### src/rtl/uart_pkg.sv
// uart_pkg: definitions shared by the UART transmitter and receiver.
// Holds the serializer state encoding, the bit-period helper and frame constants.
package uart_pkg;

    // Serializer / deserializer states; PARITY is only entered when parity is enabled
    typedef enum logic [2:0] {
        IDLE   = 3'd0,
        START  = 3'd1,
        DATA   = 3'd2,
        PARITY = 3'd3,
        STOP   = 3'd4
    } uart_state_t;

    localparam int DATA_BITS         = 8;
    localparam int FRAME_BITS_8N1    = 10;
    localparam int FRAME_BITS_PARITY = 11;

    // Clock cycles per bit on the line; truncating divide
    function automatic int calc_clks_per_bit(input int clk_freq, input int baud);
        return clk_freq / baud;
    endfunction

endpackage

### src/rtl/uart_tx_fifo.sv
// uart_tx_fifo: small synchronous FIFO feeding the UART serializer.
// DEPTH must be a power of two so the pointers wrap naturally.
// Pushes while full and pops while empty are ignored; full/empty come from the registered count.
module uart_tx_fifo #(
    parameter int DEPTH = 4,
    parameter int WIDTH = 8
) (
    input  logic             clk,
    input  logic             reset,
    input  logic             push,
    input  logic             pop,
    input  logic [WIDTH-1:0] wr_data,
    output logic [WIDTH-1:0] rd_data,
    output logic             full,
    output logic             empty
);

    localparam int PTR_W = (DEPTH > 1) ? $clog2(DEPTH) : 1;
    localparam logic [PTR_W:0] FULL_COUNT = (PTR_W + 1)'(DEPTH);

    logic [WIDTH-1:0] mem [DEPTH];
    logic [PTR_W-1:0] wr_ptr;
    logic [PTR_W-1:0] rd_ptr;
    logic [PTR_W:0]   count;
    logic             do_push;
    logic             do_pop;

    assign full    = (count == FULL_COUNT);
    assign empty   = (count == '0);
    assign do_push = push && !full;
    assign do_pop  = pop && !empty;
    assign rd_data = mem[rd_ptr];

    // Pointer and occupancy bookkeeping; a simultaneous push and pop leaves count unchanged
    always_ff @(posedge clk or negedge reset) begin
        if (!reset) begin
            wr_ptr <= '0;
            rd_ptr <= '0;
            count  <= '0;
        end else begin
            if (do_push) begin
                wr_ptr <= wr_ptr + 1'b1;
            end
            if (do_pop) begin
                rd_ptr <= rd_ptr + 1'b1;
            end
            case ({do_push, do_pop})
                2'b10:   count <= count + 1'b1;
                2'b01:   count <= count - 1'b1;
                default: count <= count;
            endcase
        end
    end

    // Storage array, written only on an accepted push
    always_ff @(posedge clk) begin
        if (do_push) begin
            mem[wr_ptr] <= wr_data;
        end
    end

endmodule

### src/rtl/uart_tx.sv
// uart_tx: 8N1 UART transmitter with a shallow TX FIFO, LSB first, idle-high line.
// Define UART_TX_PARITY_EN to append an even parity bit after the data bits (8E1).
// Back-to-back bytes are sent with no idle gap: the next byte is popped on the last stop cycle.
module uart_tx
    import uart_pkg::*;
#(
    parameter int CLK_FREQ   = 100_000_000,
    parameter int BAUD       = 9600,
    parameter int FIFO_DEPTH = 4
) (
    input  logic       clk,
    input  logic       reset,
    input  logic       tx_wr,
    input  logic [7:0] tx_data,
    output logic       tx_full,
    output logic       tx_empty,
    output logic       tx_busy,
    output logic       tx_done,
    output logic       tx_overflow,
    output logic       tx_serial
);

    localparam int CLKS_PER_BIT = calc_clks_per_bit(CLK_FREQ, BAUD);
    localparam int CNT_W        = (CLKS_PER_BIT > 1) ? $clog2(CLKS_PER_BIT) : 1;
    localparam logic [CNT_W-1:0] BAUD_LAST = CNT_W'(CLKS_PER_BIT - 1);
    localparam logic [2:0]       LAST_BIT  = 3'(DATA_BITS - 1);

    uart_state_t      state;
    logic [CNT_W-1:0] baud_cnt;
    logic [2:0]       bit_idx;
    logic [7:0]       shifter;
`ifdef UART_TX_PARITY_EN
    logic             parity_bit;
`endif
    logic             baud_end;
    logic             fifo_pop;
    logic             fifo_empty;
    logic [7:0]       fifo_head;

    assign baud_end = (baud_cnt == BAUD_LAST);
    assign fifo_pop = !fifo_empty && ((state == IDLE) || ((state == STOP) && baud_end));
    assign tx_empty = fifo_empty;

    uart_tx_fifo #(
        .DEPTH (FIFO_DEPTH),
        .WIDTH (8)
    ) u_fifo (
        .clk     (clk),
        .reset   (reset),
        .push    (tx_wr),
        .pop     (fifo_pop),
        .wr_data (tx_data),
        .rd_data (fifo_head),
        .full    (tx_full),
        .empty   (fifo_empty)
    );

    // Serializer FSM: baud counter, bit index, shift register and registered line/status outputs
    always_ff @(posedge clk or negedge reset) begin
        if (!reset) begin
            state     <= IDLE;
            baud_cnt  <= '0;
            bit_idx   <= '0;
            shifter   <= '0;
`ifdef UART_TX_PARITY_EN
            parity_bit <= 1'b0;
`endif
            tx_serial <= 1'b1;
            tx_busy   <= 1'b0;
            tx_done   <= 1'b0;
        end else begin
            tx_done <= 1'b0;
            case (state)
                IDLE: begin
                    baud_cnt <= '0;
                    if (!fifo_empty) begin
                        shifter    <= fifo_head;
`ifdef UART_TX_PARITY_EN
                        parity_bit <= ^fifo_head;
`endif
                        state      <= START;
                        tx_serial  <= 1'b0;
                        tx_busy    <= 1'b1;
                    end
                end
                START: begin
                    if (baud_end) begin
                        baud_cnt  <= '0;
                        state     <= DATA;
                        tx_serial <= shifter[0];
                    end else begin
                        baud_cnt <= baud_cnt + 1'b1;
                    end
                end
                DATA: begin
                    if (baud_end) begin
                        baud_cnt <= '0;
                        if (bit_idx == LAST_BIT) begin
                            bit_idx   <= '0;
`ifdef UART_TX_PARITY_EN
                            state     <= PARITY;
                            tx_serial <= parity_bit;
`else
                            state     <= STOP;
                            tx_serial <= 1'b1;
`endif
                        end else begin
                            bit_idx   <= bit_idx + 1'b1;
                            shifter   <= {1'b0, shifter[7:1]};
                            tx_serial <= shifter[1];
                        end
                    end else begin
                        baud_cnt <= baud_cnt + 1'b1;
                    end
                end
`ifdef UART_TX_PARITY_EN
                PARITY: begin
                    if (baud_end) begin
                        baud_cnt  <= '0;
                        state     <= STOP;
                        tx_serial <= 1'b1;
                    end else begin
                        baud_cnt <= baud_cnt + 1'b1;
                    end
                end
`endif
                STOP: begin
                    if (baud_end) begin
                        baud_cnt <= '0;
                        tx_done  <= 1'b1;
                        if (!fifo_empty) begin
                            shifter    <= fifo_head;
`ifdef UART_TX_PARITY_EN
                            parity_bit <= ^fifo_head;
`endif
                            state      <= START;
                            tx_serial  <= 1'b0;
                        end else begin
                            state     <= IDLE;
                            tx_serial <= 1'b1;
                            tx_busy   <= 1'b0;
                        end
                    end else begin
                        baud_cnt <= baud_cnt + 1'b1;
                    end
                end
                default: begin
                    state     <= IDLE;
                    baud_cnt  <= '0;
                    tx_serial <= 1'b1;
                    tx_busy   <= 1'b0;
                end
            endcase
        end
    end

    // Sticky overflow flag: set whenever a write arrives while the FIFO is full
    always_ff @(posedge clk or negedge reset) begin
        if (!reset) begin
            tx_overflow <= 1'b0;
        end else if (tx_wr && tx_full) begin
            tx_overflow <= 1'b1;
        end
    end

endmodule
### config.mk
export PLATFORM = sky130hd
export DESIGN_NAME = uart_tx
export DESIGN_NICKNAME = d
export VERILOG_FILES = /design/src/rtl/uart_pkg.sv /design/src/rtl/uart_tx_fifo.sv /design/src/rtl/uart_tx.sv
export SDC_FILE = /design/constraint.sdc
export NUM_CORES = 1
export LEC_CHECK = 0
export ABC_CLOCK_PERIOD_IN_PS = 2250
export BUFFER_PORTS_ARGS = -buffer_cell sky130_fd_sc_hd__buf_2
export CAP_MARGIN = 15
export CORE_AREA = 2 2 103 105
export CTS_BUF_LIST = sky130_fd_sc_hd__clkbuf_2 sky130_fd_sc_hd__clkbuf_4 sky130_fd_sc_hd__clkbuf_8
export CTS_CLUSTER_DIAMETER = 120
export CTS_CLUSTER_SIZE = 30
export DETAILED_ROUTE_END_ITERATION = 16
export DIE_AREA = 0 0 105 107
export GPL_TIMING_DRIVEN = 0
export PLACE_DENSITY = 0.5
export SKIP_CTS_REPAIR_TIMING = 1
export SYNTH_ARGS = -nofsm -noshare
export SYNTH_HDL_FRONTEND = slang
export SYNTH_SLANG_ARGS = --single-unit
### constraint.sdc
create_clock -name clk -period 2.25 [get_ports clk]
set_input_delay 0.3375 -clock clk [delete_from_list [all_inputs] [get_ports clk]]
set_output_delay 0.3375 -clock clk [all_outputs]
set_load 0.02 [all_outputs]
==> flow_summary_export.csv <==
group,metric,value,unit
clocking,clk_latency,0.35,ns
worst_setup_path,r2r_end,"u_fifo.count[2]",
clocking,clkSinkCount,71,
yosys,netlist_area,3250,µm²
sta,hold_viol_final,0,
worst_setup_path,rr_worst_depth,11,
clocking,root_buffer,"clkbuf_8",
global_routing,grt_pass1_wl,9980,µm
floorplan,dieArea,11200,µm²
global_routing,grt.total_usage,11.5,%
drt,routed_wirelength,6000,µm
yosys,synthCells,251,
global_routing,antenna_found_initial,0,
sta,slew_viol_final,0,
power,p_per_area,893,nW/µm²
cells_and_area,seqCellArea,1940,µm²
sta,fin_tns_setup,-0.00638,ns
drt,drt_iter0_drc,107,
worst_setup_path,critPathCapture,"u_fifo.count[2]",
run_status,violations,"negative setup slack",
worst_setup_path,crit_type,"reg -> reg",
yosys,async_reset_ff_share,54.9,%
cells_and_area,fillers,1009,
placed_design,portBuffers,16,
sta,fin_crit_sh,100,%
sta,relSlewSlack,38.3,%
cells_and_area,drive_gt1_share,28.1,%
yosys,yosysWarnings,0,
worst_setup_path,required,2.52,ns
floorplan,io_pins,17,
cells_and_area,most-common-layout-cells,"dfrtp_1, edfxtp_1, nand2_1",
yosys,ys_types,43,
sta,rsz0062_at_grt,"true",
placed_design,dpl_cell_area,3520,µm²
clocking,cts_tree,"done",
yosys,synth_nets,271,
power,leakagePower,1.55,nW
clocking,clk_transition_reported_paths,0.09,ns
floorplan,die-width,105,µm
yosys,postSynthAreaPerCell,13.0,µm²
power,p_total,3.41,mW
drt,drc,0,
worst_setup_path,crit_fanout,7,
worst_setup_path,start_kind,"register",
clocking,cts_buffers,9,
run_status,status,"finished, violations left",
floorplan,initial_utilization,32.2,%
cells_and_area,syn_to_final_growth,17.5,%
floorplan,die_h,107,µm
yosys,synth_edf_count,32,
job,drv_cap,0,
yosys,ys_ff_latch,71,
yosys,synthFlopType,"dfrtp_1",
drt,firstDrtPassIters,6,
sta,hold-worst-slack,0.113,ns
drt,vias_per_cell,4.66,
sta,fmax,443,MHz
cells_and_area,fin_area,3820,µm²
worst_setup_path,critPathArrivalTime,2.53,ns
cells_and_area,multi_input_area,1250,µm²
sta,final.setup_skew,0.0142,ns
worst_setup_path,startpoint,"baud_cnt[4]",
drt,post_drt_wl_per_cell,13.9,µm
placed_design,hpwl,3900,µm
power,peakVddDrop,0.524,mV
sta,setup_viol,1,
drt,ant_nets,0,
sta,finalCriticalPeriod,2.26,ns
yosys,synth_seq_area_share,59.6,%
global_routing,grt_max_degree,40,
placed_design,pre_cts_slack,-0.392,ns
global_routing,first_global_vias,1968,
worst_setup_path,end_kind,"register",
worst_setup_path,r2r-start,"baud_cnt[4]",
drt,vias,2010,
clocking,cts_max_level,3,
global_routing,grt.overflow.total,0,
cells_and_area,final_nets,310,
sta,worst_slew_pin_slew,0.925,ns
floorplan,coreArea,10100,µm²
hold_path,min_path_type,"in -> async",
floorplan,placementRows,37,
clocking,ctsLongestPathBuffers,2,
cells_and_area,layout_commonest_cell,"dfrtp_1",
worst_setup_path,r2r_slack,-0.006,ns
placed_design,place_congestion,0.797,
sta,fin_ws,-0.00638,ns
cells_and_area,diodes,0,
area by class of cell:
class	instances	area share, %
well taps	136	4.45
clock buffers	9	3.24
repair buffers	29	4.74
flip-flops and latches	71	50.7
multi-input cells	160	32.7
inverters	9	0.883
clock inverters	7	1.60
plain buffers	10	1.67
synth_stat cells, types with 3 or more instances:
cell type | n | share of area (%)
buf_6 | 4 | 1.4
nand2_1 | 26 | 3.0
dfrtp_1 | 38 | 29
clkbuf_1 | 4 | 0.46
nand3_1 | 6 | 0.92
mux2_2 | 9 | 3.1
ha_1 | 8 | 3.1
inv_1 | 9 | 1.0
and4_1 | 3 | 0.81
edfxtp_1 | 32 | 30
and2_1 | 5 | 0.96
xnor2_1 | 4 | 1.1
mux4_2 | 8 | 5.5
o21ai_0 | 9 | 1.4
a21oi_1 | 10 | 1.5
and3_1 | 3 | 0.58
buf_2 | 3 | 0.46
nor2_1 | 20 | 2.3
nand4_1 | 7 | 1.3
nor3_1 | 3 | 0.46
xor2_1 | 13 | 3.5
routing by layer:
metal / track usage [%] / routed length, µm / vias to the layer above
met5: 0 / 0 / -
met4: 4.95 / 123 / 0
met3: 3.22 / 217 / 10
met2: 17.0 / 2630 / 43
met1: 15.8 / 3030 / 979
li1: - / - / 978
worst min-delay path by stage:
| stage | start | endpoint | cells after the start |
|---|---|---|---|
| global route | reset | shifter[1] | 1 |
| CTS | reset | baud_cnt[10] | 1 |
| floorplan | reset | baud_cnt[0] | 0 |
| detailed placement | tx_overflow | tx_overflow | 1 |
| global placement | tx_overflow | tx_overflow | 1 |
| finish | reset | baud_cnt[12] | 1 |
critical path: stages, from the launching register on:
cell      delay [ns]
dfrtp_1         0.38
buf_6           0.13
and4bb_2        0.31
nand4_1         0.11
buf_6           0.16
a21oi_4         0.18
ha_4            0.17
inv_2           0.03
fa_2            0.32
xor2_1          0.14
nor2_1          0.11
xor2_1          0.14
flip-flops by register name (all words and copies together), names as in the netlist:
register / count
u_fifo.rd_ptr: 2
tx_serial: 1
tx_done: 1
shifter: 8
tx_overflow: 1
u_fifo.count: 3
u_fifo.mem: 32
bit_idx: 3
baud_cnt: 14
u_fifo.wr_ptr: 2
tx_busy: 1
state: 3
metrics by stage:
step                instances  utilization [%]
floorplan                 251                -
global placement          403             34.8
detailed placement        403             34.8
CTS                       419             36.7
global route              431             37.9
finish                    431             37.9
kinds of logic (layout without fill, tap and decap cells):
logic type	count (synthesis)	in the layout	synth area share, %
compound gates	26	26	5.23
flops	71	71	59.6
xor+xnor	17	17	4.58
mux	19	19	9.27
fa+ha+maj	9	9	3.69
buf+inv	20	64	3.34
simple gates	89	89	14.3
power breakdown:
group	switching, mW	internal [mW]	total, mW
combinational	0.375	0.325	0.700
sequential	0.132	1.61	1.74
clock	0.551	0.421	0.972
total	1.06	2.36	3.41
No activity file was read; power rests on OpenSTA's default activity.
